### src/rtl/lpc_post_code_fifo.sv
// rtl/lpc_post_code_fifo.sv - LPC POST-code port capture FIFO with read-back of last code
//
// Purpose:
//   Sits behind lpc_periph. I/O writes to PORT_ADDR are acknowledged and pushed
//   into a FIFO; I/O reads of PORT_ADDR return the most recent code written.
//   The FIFO drains to a local consumer over a valid/ready pair.
//
// Ports:
//   clk_i, rst_i                      clock, synchronous active-high reset
//   lpc_addr_i, lpc_wdata_i           address / write data from lpc_periph
//   lpc_data_wr_i, lpc_wr_done_o      write request (held) / write acknowledge
//   lpc_rd_req_i, lpc_rd_done_i       read request (held) / read data taken
//   lpc_rdata_o, lpc_data_rd_o        read data / read data valid
//   code_valid_o, code_data_o         FIFO head toward the consumer
//   code_ready_i                      consumer pop strobe (with code_valid_o)
//   level_o                           FIFO occupancy, 0..DEPTH
//   overflow_cnt_o                    dropped writes, saturating
//   clear_i                           flush FIFO and zero overflow counter

module lpc_post_code_fifo #(
    parameter logic [15:0] PORT_ADDR = 16'h0080,
    parameter int          DEPTH     = 16,
    parameter int          PTR_W     = 4
) (
    input  logic             clk_i,
    input  logic             rst_i,
    input  logic [15:0]      lpc_addr_i,
    input  logic [7:0]       lpc_wdata_i,
    input  logic             lpc_data_wr_i,
    output logic             lpc_wr_done_o,
    input  logic             lpc_rd_req_i,
    output logic [7:0]       lpc_rdata_o,
    output logic             lpc_data_rd_o,
    input  logic             lpc_rd_done_i,
    output logic             code_valid_o,
    output logic [7:0]       code_data_o,
    input  logic             code_ready_i,
    output logic [PTR_W:0]   level_o,
    output logic [7:0]       overflow_cnt_o,
    input  logic             clear_i
);

    typedef enum logic {
        W_IDLE,
        W_ACK
    } wr_state_t;

    typedef enum logic [1:0] {
        R_IDLE,
        R_DRV,
        R_REL
    } rd_state_t;

    wr_state_t      wr_state_q, wr_state_d;
    rd_state_t      rd_state_q, rd_state_d;
    logic [7:0]     last_code_q, last_code_d;
    logic [7:0]     rdata_q, rdata_d;
    logic [PTR_W:0] wr_ptr_q, wr_ptr_d;
    logic [PTR_W:0] rd_ptr_q, rd_ptr_d;
    logic [7:0]     overflow_cnt_q, overflow_cnt_d;
    logic [7:0]     mem_q [DEPTH];

    logic           addr_hit;
    logic           wr_req;
    logic           push;
    logic           pop;
    logic           full;
    logic           empty;
    logic [PTR_W:0] level;

    assign addr_hit = (lpc_addr_i == PORT_ADDR);

    // Pointers carry one extra wrap bit, so the plain difference is the occupancy.
    assign level = wr_ptr_q - rd_ptr_q;
    assign full  = (level == (PTR_W+1)'(DEPTH));
    assign empty = (level == '0);

    // Write FSM: wr_req pulses exactly once per request, on the W_IDLE edge.
    always_comb begin
        wr_state_d  = wr_state_q;
        last_code_d = last_code_q;
        wr_req      = 1'b0;
        case (wr_state_q)
            W_IDLE: begin
                if (lpc_data_wr_i && addr_hit) begin
                    wr_req      = 1'b1;
                    last_code_d = lpc_wdata_i;
                    wr_state_d  = W_ACK;
                end
            end
            W_ACK: begin
                if (!lpc_data_wr_i) begin
                    wr_state_d = W_IDLE;
                end
            end
            default: wr_state_d = W_IDLE;
        endcase
    end

    // Read FSM: data is captured on entry to R_DRV so it stays stable while driven.
    always_comb begin
        rd_state_d = rd_state_q;
        rdata_d    = rdata_q;
        case (rd_state_q)
            R_IDLE: begin
                if (lpc_rd_req_i && addr_hit) begin
                    rd_state_d = R_DRV;
                    rdata_d    = last_code_q;
                end
            end
            R_DRV: begin
                if (lpc_rd_done_i) begin
                    rd_state_d = R_REL;
                end
            end
            R_REL: begin
                if (!lpc_rd_req_i) begin
                    rd_state_d = R_IDLE;
                end
            end
            default: rd_state_d = R_IDLE;
        endcase
    end

    // FIFO control. A pop frees the slot a same-cycle push needs, so a full FIFO
    // with a concurrent pop still accepts the write. clear_i overrides both.
    always_comb begin
        pop            = !empty && code_ready_i && !clear_i;
        push           = wr_req && (!full || pop) && !clear_i;
        wr_ptr_d       = wr_ptr_q;
        rd_ptr_d       = rd_ptr_q;
        overflow_cnt_d = overflow_cnt_q;
        if (clear_i) begin
            wr_ptr_d       = '0;
            rd_ptr_d       = '0;
            overflow_cnt_d = '0;
        end else begin
            if (push) begin
                wr_ptr_d = wr_ptr_q + 1'b1;
            end
            if (pop) begin
                rd_ptr_d = rd_ptr_q + 1'b1;
            end
            if (wr_req && !push && (overflow_cnt_q != 8'hFF)) begin
                overflow_cnt_d = overflow_cnt_q + 8'd1;
            end
        end
    end

    always_ff @(posedge clk_i) begin
        if (rst_i) begin
            wr_state_q     <= W_IDLE;
            rd_state_q     <= R_IDLE;
            last_code_q    <= 8'h00;
            rdata_q        <= 8'h00;
            wr_ptr_q       <= '0;
            rd_ptr_q       <= '0;
            overflow_cnt_q <= 8'h00;
        end else begin
            wr_state_q     <= wr_state_d;
            rd_state_q     <= rd_state_d;
            last_code_q    <= last_code_d;
            rdata_q        <= rdata_d;
            wr_ptr_q       <= wr_ptr_d;
            rd_ptr_q       <= rd_ptr_d;
            overflow_cnt_q <= overflow_cnt_d;
        end
    end

    // Storage needs no reset: entries are only visible between push and pop.
    always_ff @(posedge clk_i) begin
        if (push && !rst_i) begin
            mem_q[wr_ptr_q[PTR_W-1:0]] <= lpc_wdata_i;
        end
    end

    assign lpc_wr_done_o  = (wr_state_q == W_ACK);
    assign lpc_data_rd_o  = (rd_state_q == R_DRV);
    assign lpc_rdata_o    = rdata_q;
    assign code_valid_o   = !empty;
    // Gated so an empty FIFO (including after reset) presents zero rather than stale data.
    assign code_data_o    = empty ? 8'h00 : mem_q[rd_ptr_q[PTR_W-1:0]];
    assign level_o        = level;
    assign overflow_cnt_o = overflow_cnt_q;

endmodule

### config.mk
export PLATFORM = sky130hd
export DESIGN_NAME = lpc_post_code_fifo
export DESIGN_NICKNAME = d
export VERILOG_FILES = /design/src/rtl/lpc_post_code_fifo.sv
export SDC_FILE = /design/constraint.sdc
export NUM_CORES = 1
export LEC_CHECK = 0
export CORE_ASPECT_RATIO = 2
export CORE_MARGIN = 3
export CORE_UTILIZATION = 57
export CTS_CLUSTER_SIZE = 8
export DETAILED_ROUTE_END_ITERATION = 10
export GPL_ROUTABILITY_DRIVEN = 0
export PLACE_DENSITY_LB_ADDON = 0.08
export SLEW_MARGIN = 20
export SYNTH_ARGS = -nofsm -noshare
export SYNTH_HDL_FRONTEND = slang
export SYNTH_SLANG_ARGS = --single-unit
### constraint.sdc
create_clock -name clk_i -period 4.3 [get_ports clk_i]
set_clock_uncertainty 0.05 [all_clocks]
set_input_delay 0.86 -clock clk_i [delete_from_list [all_inputs] [get_ports clk_i]]
set_output_delay 0.86 -clock clk_i [all_outputs]
set_load 0.01 [all_outputs]
==> reports/qor.csv, run 1 <==
stage,metric,value,unit
status,status,"complete, no violations",
sta,worst slew pin tran,0.6465,ns
die,Core ar.,11910,um2
detailed_routing,total length of routed wires,14.33,mm
logic_synthesis,Synth Instances,428,
worst_setup_path,Worst path max stage delay,0.52,ns
die,DIE HEIGHT,163.2,um
final_layout,fin area,8551,um2
power,PD cells,387.8,nW/um2
worst_setup_path,CP cell instances,inv_1 -> ha_1 -> fa_1 -> inv_1 -> nor4_2 -> mux2i_4 -> nor2_1 -> buf_4 -> nor2b_1 -> clkdlybuf4s50_1,
logic_synthesis,Synth warnings,0,
global_routing,largest net degree at the start of global routing,33,
place,Post-DP HPWL,10.07,mm
sta,TNS Setup,0,ns
logic_synthesis,syn_nets,470,
clock_tree,cts repair resizes,0,
sta,final hold vios,0,
detailed_routing,Routed WL per cell,21.45,um
logic_synthesis,Post-synth EDFFs,128,
sta,ratio of final minimum period to clock period,94.29,%
clock_tree,clock-pin slew on the worst setup and hold paths,0.06,ns
worst_hold_path,hold crit path type,reg -> reg,
worst_setup_path,Worst EP arrival,3.14,ns
clock_tree,CTS tree,done,
sta,"Min Clock Period, post-route",4.054,ns
clock_tree,clock sink count,169,
sta,RSZ-0062 raised after global routing,false,
die,die width,84.60,um
logic_synthesis,Mapped Area,7042,um2
final_layout,layout cells sized above 1,22.37,%
place,number of I/O port buffers,62,
die,number of placement rows,56,
power,peak supply drop,0.3172,mV
logic_synthesis,ys flop type,edfxtp_1,
worst_setup_path,"most used cell, CP",inv_1,
sta,slew margin rel.,56.76,%
global_routing,Total Routing Usage GR,22.19,%
detailed_routing,vias per cell,5.988,
worst_setup_path,crit-path max FO,11,
sta,final setup fails,0,
clock_tree,setup bufs post-CTS,0,
clock_tree,clk root buf,clkbuf_16,
clock_tree,CTS Buf Count,17,
worst_setup_path,CP Capture Type,output port,
worst_setup_path,Worst path slowest cell,fa_1,
clock_tree,H-tree Lvls,4,
die,Initial Utilization,59.12,%
detailed_routing,Initial DRC Count,300,
logic_synthesis,Synth Register Bits,169,
logic_synthesis,"FFs w/ async S/R, synth",0,%
place,placed inst area,7956,um2
global_routing,initial antenna violation count,0,
logic_synthesis,Yosys cell types,53,
job,max cap viols,0,
power,Leak,2.846,nW
final_layout,layout net count,552,
logic_synthesis,Mean Syn Cell Area,16.45,um2
clock_tree,clock tree buffer depth,2,
clock_tree,hold buffers post-CTS,0,
clock_tree,"Clk Latency, worst-skew pair",0.42,ns
global_routing,total gr overflow,0,
worst_setup_path,Worst Setup Start Kind,flip-flop,
sta,Max Freq,246.6,MHz
detailed_routing,Post-DRT Antenna Nets,0,
worst_setup_path,Setup Crit Path Kind,reg -> out,
global_routing,vias in the first global route,4143,
detailed_routing,Via Count,4000,
detailed_routing,DR pass1 iterations,4,
die,I/O pin count,63,
worst_setup_path,critical path required time,3.39,ns
die,die area,13800,um2
sta,fin. max-slew vios,0,
final_layout,"commonest non-fill, non-tap cell in the layout",edfxtp_1,
final_layout,"commonest cells after routing, fill and taps aside","edfxtp_1, clkdlybuf4s50_1, mux4_2, dfxtp_1, nor2_1",
final_layout,n_diodes,0,
detailed_routing,drt drc,0,
logic_synthesis,register area share after synthesis,66.24,%
global_routing,first-pass GRT wire length,22.54,mm
final_layout,Layout area overhead,21.43,%
## area by class of cell
cell class	instances	area, um2
flip-flops and latches	169	4666
multi-input cells	222	2251
repair buffers	84	798.3
inverters	16	60.06
well taps	145	181.4
clock buffers	18	429.2
clock inverters	14	165.2
fillers	795	3361
## synthesized netlist by cell type, drive strengths merged, types with 3 or more instances
cell type	n	share of area, %
a21oi	11	0.78
a41o	3	0.43
and4	4	0.50
buf	11	0.76
clkbuf	10	0.53
dfxtp	41	12
edfxtp	128	55
ha	10	1.8
inv	16	0.85
mux2i	21	3.2
mux4	40	13
nand2	10	0.53
nand2b	6	0.53
nand3	6	0.43
nand4	3	0.36
nor2	35	1.9
nor2b	11	0.98
nor3	7	0.57
nor4	13	1.5
nor4b	5	0.71
o21ai	6	0.53
xnor2	3	0.48
xor2	5	0.84
## cell families after synthesis
group / count (synthesis) / share of synthesized area (%)
AOI/OAI and AO/OA: 32 / 3.091
xor gates and xnor gates: 8 / 1.315
and+or+nand+nor: 110 / 9.133
adders and majority gates: 11 / 2.061
buffers and inverters: 37 / 2.150
DFF: 169 / 66.24
muxes: 61 / 16.01
## critical path: cells and delay by family, from the launching register on
kind / cells / cell delay [ns]
flops: 1 / 0.37
mux: 1 / 0.18
fa+ha+maj: 2 / 0.77
simple gates: 3 / 0.55
buf+inv: 4 / 0.85
## state kept, by name (all words and copies together), names as in the netlist, named ones only
name,cells
mem_q,128
last_code_q,8
lpc_rdata_o,8
overflow_cnt_o,8
rd_ptr_q,5
wr_ptr_q,5
rd_state_q,2
lpc_wr_done_o,1
## metal layers
| metal | wire length (um) | global-route usage (%) |
|---|---|---|
| met4 | 462 | 10.45 |
| met5 | 0 | 0 |
| met1 | 4872 | 23.37 |
| met3 | 583 | 4.089 |
| met2 | 8411 | 41.72 |
## final timing paths
| path | start | end | slack (ns) | cells after the start |
|---|---|---|---|---|
| setup / recovery | wr_ptr_q[0] | code_data_o[1] | 0.25 | 10 |
| hold / removal | lpc_wr_done_o | lpc_wr_done_o | 0.43 | 2 |
| hold reg to reg | lpc_wr_done_o | lpc_wr_done_o | 0.43 | 2 |
| setup reg to reg | wr_ptr_q[0] | mem_q[0][6] | 1.18 | 10 |
## metrics by stage
| step | utilization (%) | power [mW] | setup WS, ns | hold WS, ns | instances |
|---|---|---|---|---|---|
| 5_1_grt | 71.79 | 3.409 | 0.03608 | 0.4489 | 668 |
| 2_1_floorplan | - | 1.801 | 0.8249 | 0.3805 | 428 |
| 3_5_place_dp | 66.80 | 1.853 | 0.6745 | 0.4166 | 636 |
| 4_1_cts | 71.79 | 3.339 | 0.1933 | 0.4288 | 668 |
| 3_3_place_gp | 66.80 | 1.850 | 0.7561 | 0.3945 | 636 |
| 6_report | 71.79 | 3.316 | 0.2455 | 0.4256 | 668 |
## report_power, final
group / switching (mW) / leakage, nW / internal, mW
sequential: 0.000000589 / 1.48 / 1.75
clock: 0.629 / 0.284 / 0.870
combinational: 0.0361 / 1.08 / 0.0289
total: 0.665 / 2.85 / 2.65
Note: power is estimated with default switching activity, not from simulation.
==> run 2: changes to the inputs <==
--- a/config.mk
+++ b/config.mk
@@ -5,14 +5,16 @@
 export SDC_FILE = /design/constraint.sdc
 export NUM_CORES = 1
 export LEC_CHECK = 0
+export CAP_MARGIN = 10
 export CORE_ASPECT_RATIO = 2
 export CORE_MARGIN = 3
 export CORE_UTILIZATION = 57
 export CTS_CLUSTER_SIZE = 8
 export DETAILED_ROUTE_END_ITERATION = 10
 export GPL_ROUTABILITY_DRIVEN = 0
+export MAX_ROUTING_LAYER = met4
 export PLACE_DENSITY_LB_ADDON = 0.08
-export SLEW_MARGIN = 20
+export SLEW_MARGIN = 30
 export SYNTH_ARGS = -nofsm -noshare
 export SYNTH_HDL_FRONTEND = slang
 export SYNTH_SLANG_ARGS = --single-unit
==> run 2 against run 1 <==
  * Die area unchanged
  * Power about the same
  * Global-route usage increased by 0.63 points
  * Design area unchanged
  * Combinational power about the same
  * Clock power about the same
  * Sequential power about the same
  * Wire length about the same
  * Clock-buffer cell count unchanged
  * Maximum frequency decreased by 0.25%
  * Setup slack got worse by 0.010 ns
  * Highest routed layer unchanged
==> reports/qor.csv, run 2 (synthesized netlist as in run 1, its figures left out) <==
stage,metric,value,unit,change
clock_tree,setup bufs post-CTS,0,,unchanged
place,Post-DP HPWL,10.07,mm,unchanged
sta,RSZ-0062 raised after global routing,false,,
clock_tree,clock-pin slew on the worst setup and hold paths,0.06,ns,about the same
final_layout,"commonest non-fill, non-tap cell in the layout",edfxtp_1,,
worst_setup_path,Register-to-Register Path Depth,10,,unchanged
global_routing,vias in the first global route,4133,,-0.24%
detailed_routing,Initial DRC Count,277,,-7.7%
clock_tree,H-tree Lvls,4,,unchanged
sta,TNS Setup,0,ns,unchanged
detailed_routing,Via Count,3990,,-0.25%
final_layout,fin area,8551,um2,unchanged
detailed_routing,vias per cell,5.973,,-0.25%
final_layout,n_diodes,0,,unchanged
sta,worst slew pin tran,0.6278,ns,-0.01870 ns
final_layout,storage element area,4666,um2,unchanged
power,Leak,2.846,nW,unchanged
clock_tree,cts repair resizes,0,,unchanged
power,peak supply drop,0.3204,mV,+1.0%
die,Initial Utilization,59.12,%,unchanged
worst_setup_path,worst reg2reg setup slack,1.18,ns,about the same
sta,hold slack,0.4246,ns,-0.001036 ns
sta,fin. max-slew vios,0,,unchanged
place,number of I/O port buffers,62,,unchanged
worst_setup_path,critical path required time,3.39,ns,about the same
final_layout,layout cells sized above 1,22.37,%,unchanged
die,I/O pin count,63,,unchanged
clock_tree,hold buffers post-CTS,0,,unchanged
detailed_routing,DR pass1 iterations,4,,unchanged
sta,final setup fails,0,,unchanged
final_layout,Layout area overhead,21.43,%,unchanged
worst_setup_path,Setup Crit Path Kind,reg -> out,,
die,die width,84.60,um,unchanged
place,placed inst area,7956,um2,unchanged
worst_setup_path,CP Capture Type,output port,,
final_layout,max reg flops,128,,unchanged
global_routing,total gr overflow,0,,unchanged
global_routing,largest net degree at the start of global routing,33,,unchanged
sta,ratio of final minimum period to clock period,94.52,%,+0.23 points
die,DIE HEIGHT,163.2,um,unchanged
final_layout,layout net count,552,,unchanged
die,die area,13800,um2,unchanged
worst_hold_path,Worst Hold Depth,2,,unchanged
clock_tree,clk root buf,clkbuf_16,,
clock_tree,clock sink count,169,,unchanged
global_routing,Total Routing Usage GR,22.82,%,+0.63 points
worst_hold_path,hold crit path type,reg -> reg,,
clock_tree,clock tree buffer depth,2,,unchanged
global_routing,initial antenna violation count,0,,unchanged
detailed_routing,total length of routed wires,14.32,mm,about the same
detailed_routing,drt drc,0,,unchanged
final_layout,"Core Util, Final",71.79,%,unchanged
clock_tree,"Clk Latency, worst-skew pair",0.42,ns,about the same
clock_tree,CTS tree,done,,
sta,"Min Clock Period, post-route",4.064,ns,+0.009959 ns
status,status,"complete, no violations",,
detailed_routing,Post-DRT Antenna Nets,0,,unchanged
power,PD cells,388.1,nW/um2,about the same
worst_setup_path,Worst EP arrival,3.15,ns,about the same
final_layout,filler instances,795,,unchanged
die,Core ar.,11910,um2,unchanged
final_layout,"commonest cells after routing, fill and taps aside","edfxtp_1, clkdlybuf4s50_1, mux4_2, dfxtp_1, nor2_1",,
job,max cap viols,0,,unchanged
sta,Max Freq,246.0,MHz,-0.25%
final_layout,area of the multi-input gates,2251,um2,unchanged
detailed_routing,Routed WL per cell,21.44,um,about the same
clock_tree,CTS Buf Count,17,,unchanged
sta,slew margin rel.,58.09,%,+1.3 points
die,number of placement rows,56,,unchanged
sta,final hold vios,0,,unchanged
worst_setup_path,Worst Setup Start Kind,flip-flop,,
worst_setup_path,crit-path max FO,11,,unchanged
global_routing,first-pass GRT wire length,22.56,mm,about the same
run 2: cell counts in the layout (fill, tap and decap cells not counted):
No cell type changed its count.
run 2: worst paths after layout:
path                                    start              to
worst max-delay path              wr_ptr_q[0]  code_data_o[4]
worst min-delay path            lpc_wr_done_o   lpc_wr_done_o
worst max register to register    wr_ptr_q[0]     mem_q[0][6]
worst min register to register  lpc_wr_done_o   lpc_wr_done_o
run 2: worst max-delay path, stage by stage (launching register included):
cell and delay [ns]:
dfxtp_1 0.38, inv_1 0.11, ha_1 0.25, fa_1 0.52
inv_1 0.08, nor4_2 0.37, mux2i_4 0.18, nor2_1 0.12
buf_4 0.19, nor2b_1 0.06, clkdlybuf4s50_1 0.47
run 2: cell type report:
cell class | count | area share (%)
Sequential cell | 169 | 54.57
Inverter | 16 | 0.7024
Clock inverter | 14 | 1.932
Tap cell | 145 | 2.122
Clock buffer | 18 | 5.019
Timing Repair Buffer | 84 | 9.336
Multi-Input combinational cell | 222 | 26.32
run 2: metal layers:
metal,part of all wire [%],wire length (um),GRT usage (%)
met1,35,5044,23.72
met2,58,8277,41.51
met3,3.2,459,3.635
met4,3.8,542,10.66
met5,0,0,-
run 2: metrics by stage:
step | cells | power (mW) | worst slack (ns)
after floorplan | 428 | 1.801 | 0.8249
final | 668 | 3.318 | 0.2356
after global placement | 636 | 1.850 | 0.7561
after detailed placement | 636 | 1.853 | 0.6745
after global routing | 668 | 3.409 | 0.03608
after CTS | 668 | 3.339 | 0.1933
run 2: where the power goes:
part / switching, mW / leakage [nW] / internal (mW)
Combinational: 0.0360 / 1.08 / 0.0289
Sequential: 0.000000594 / 1.48 / 1.75
Clock: 0.631 / 0.284 / 0.870
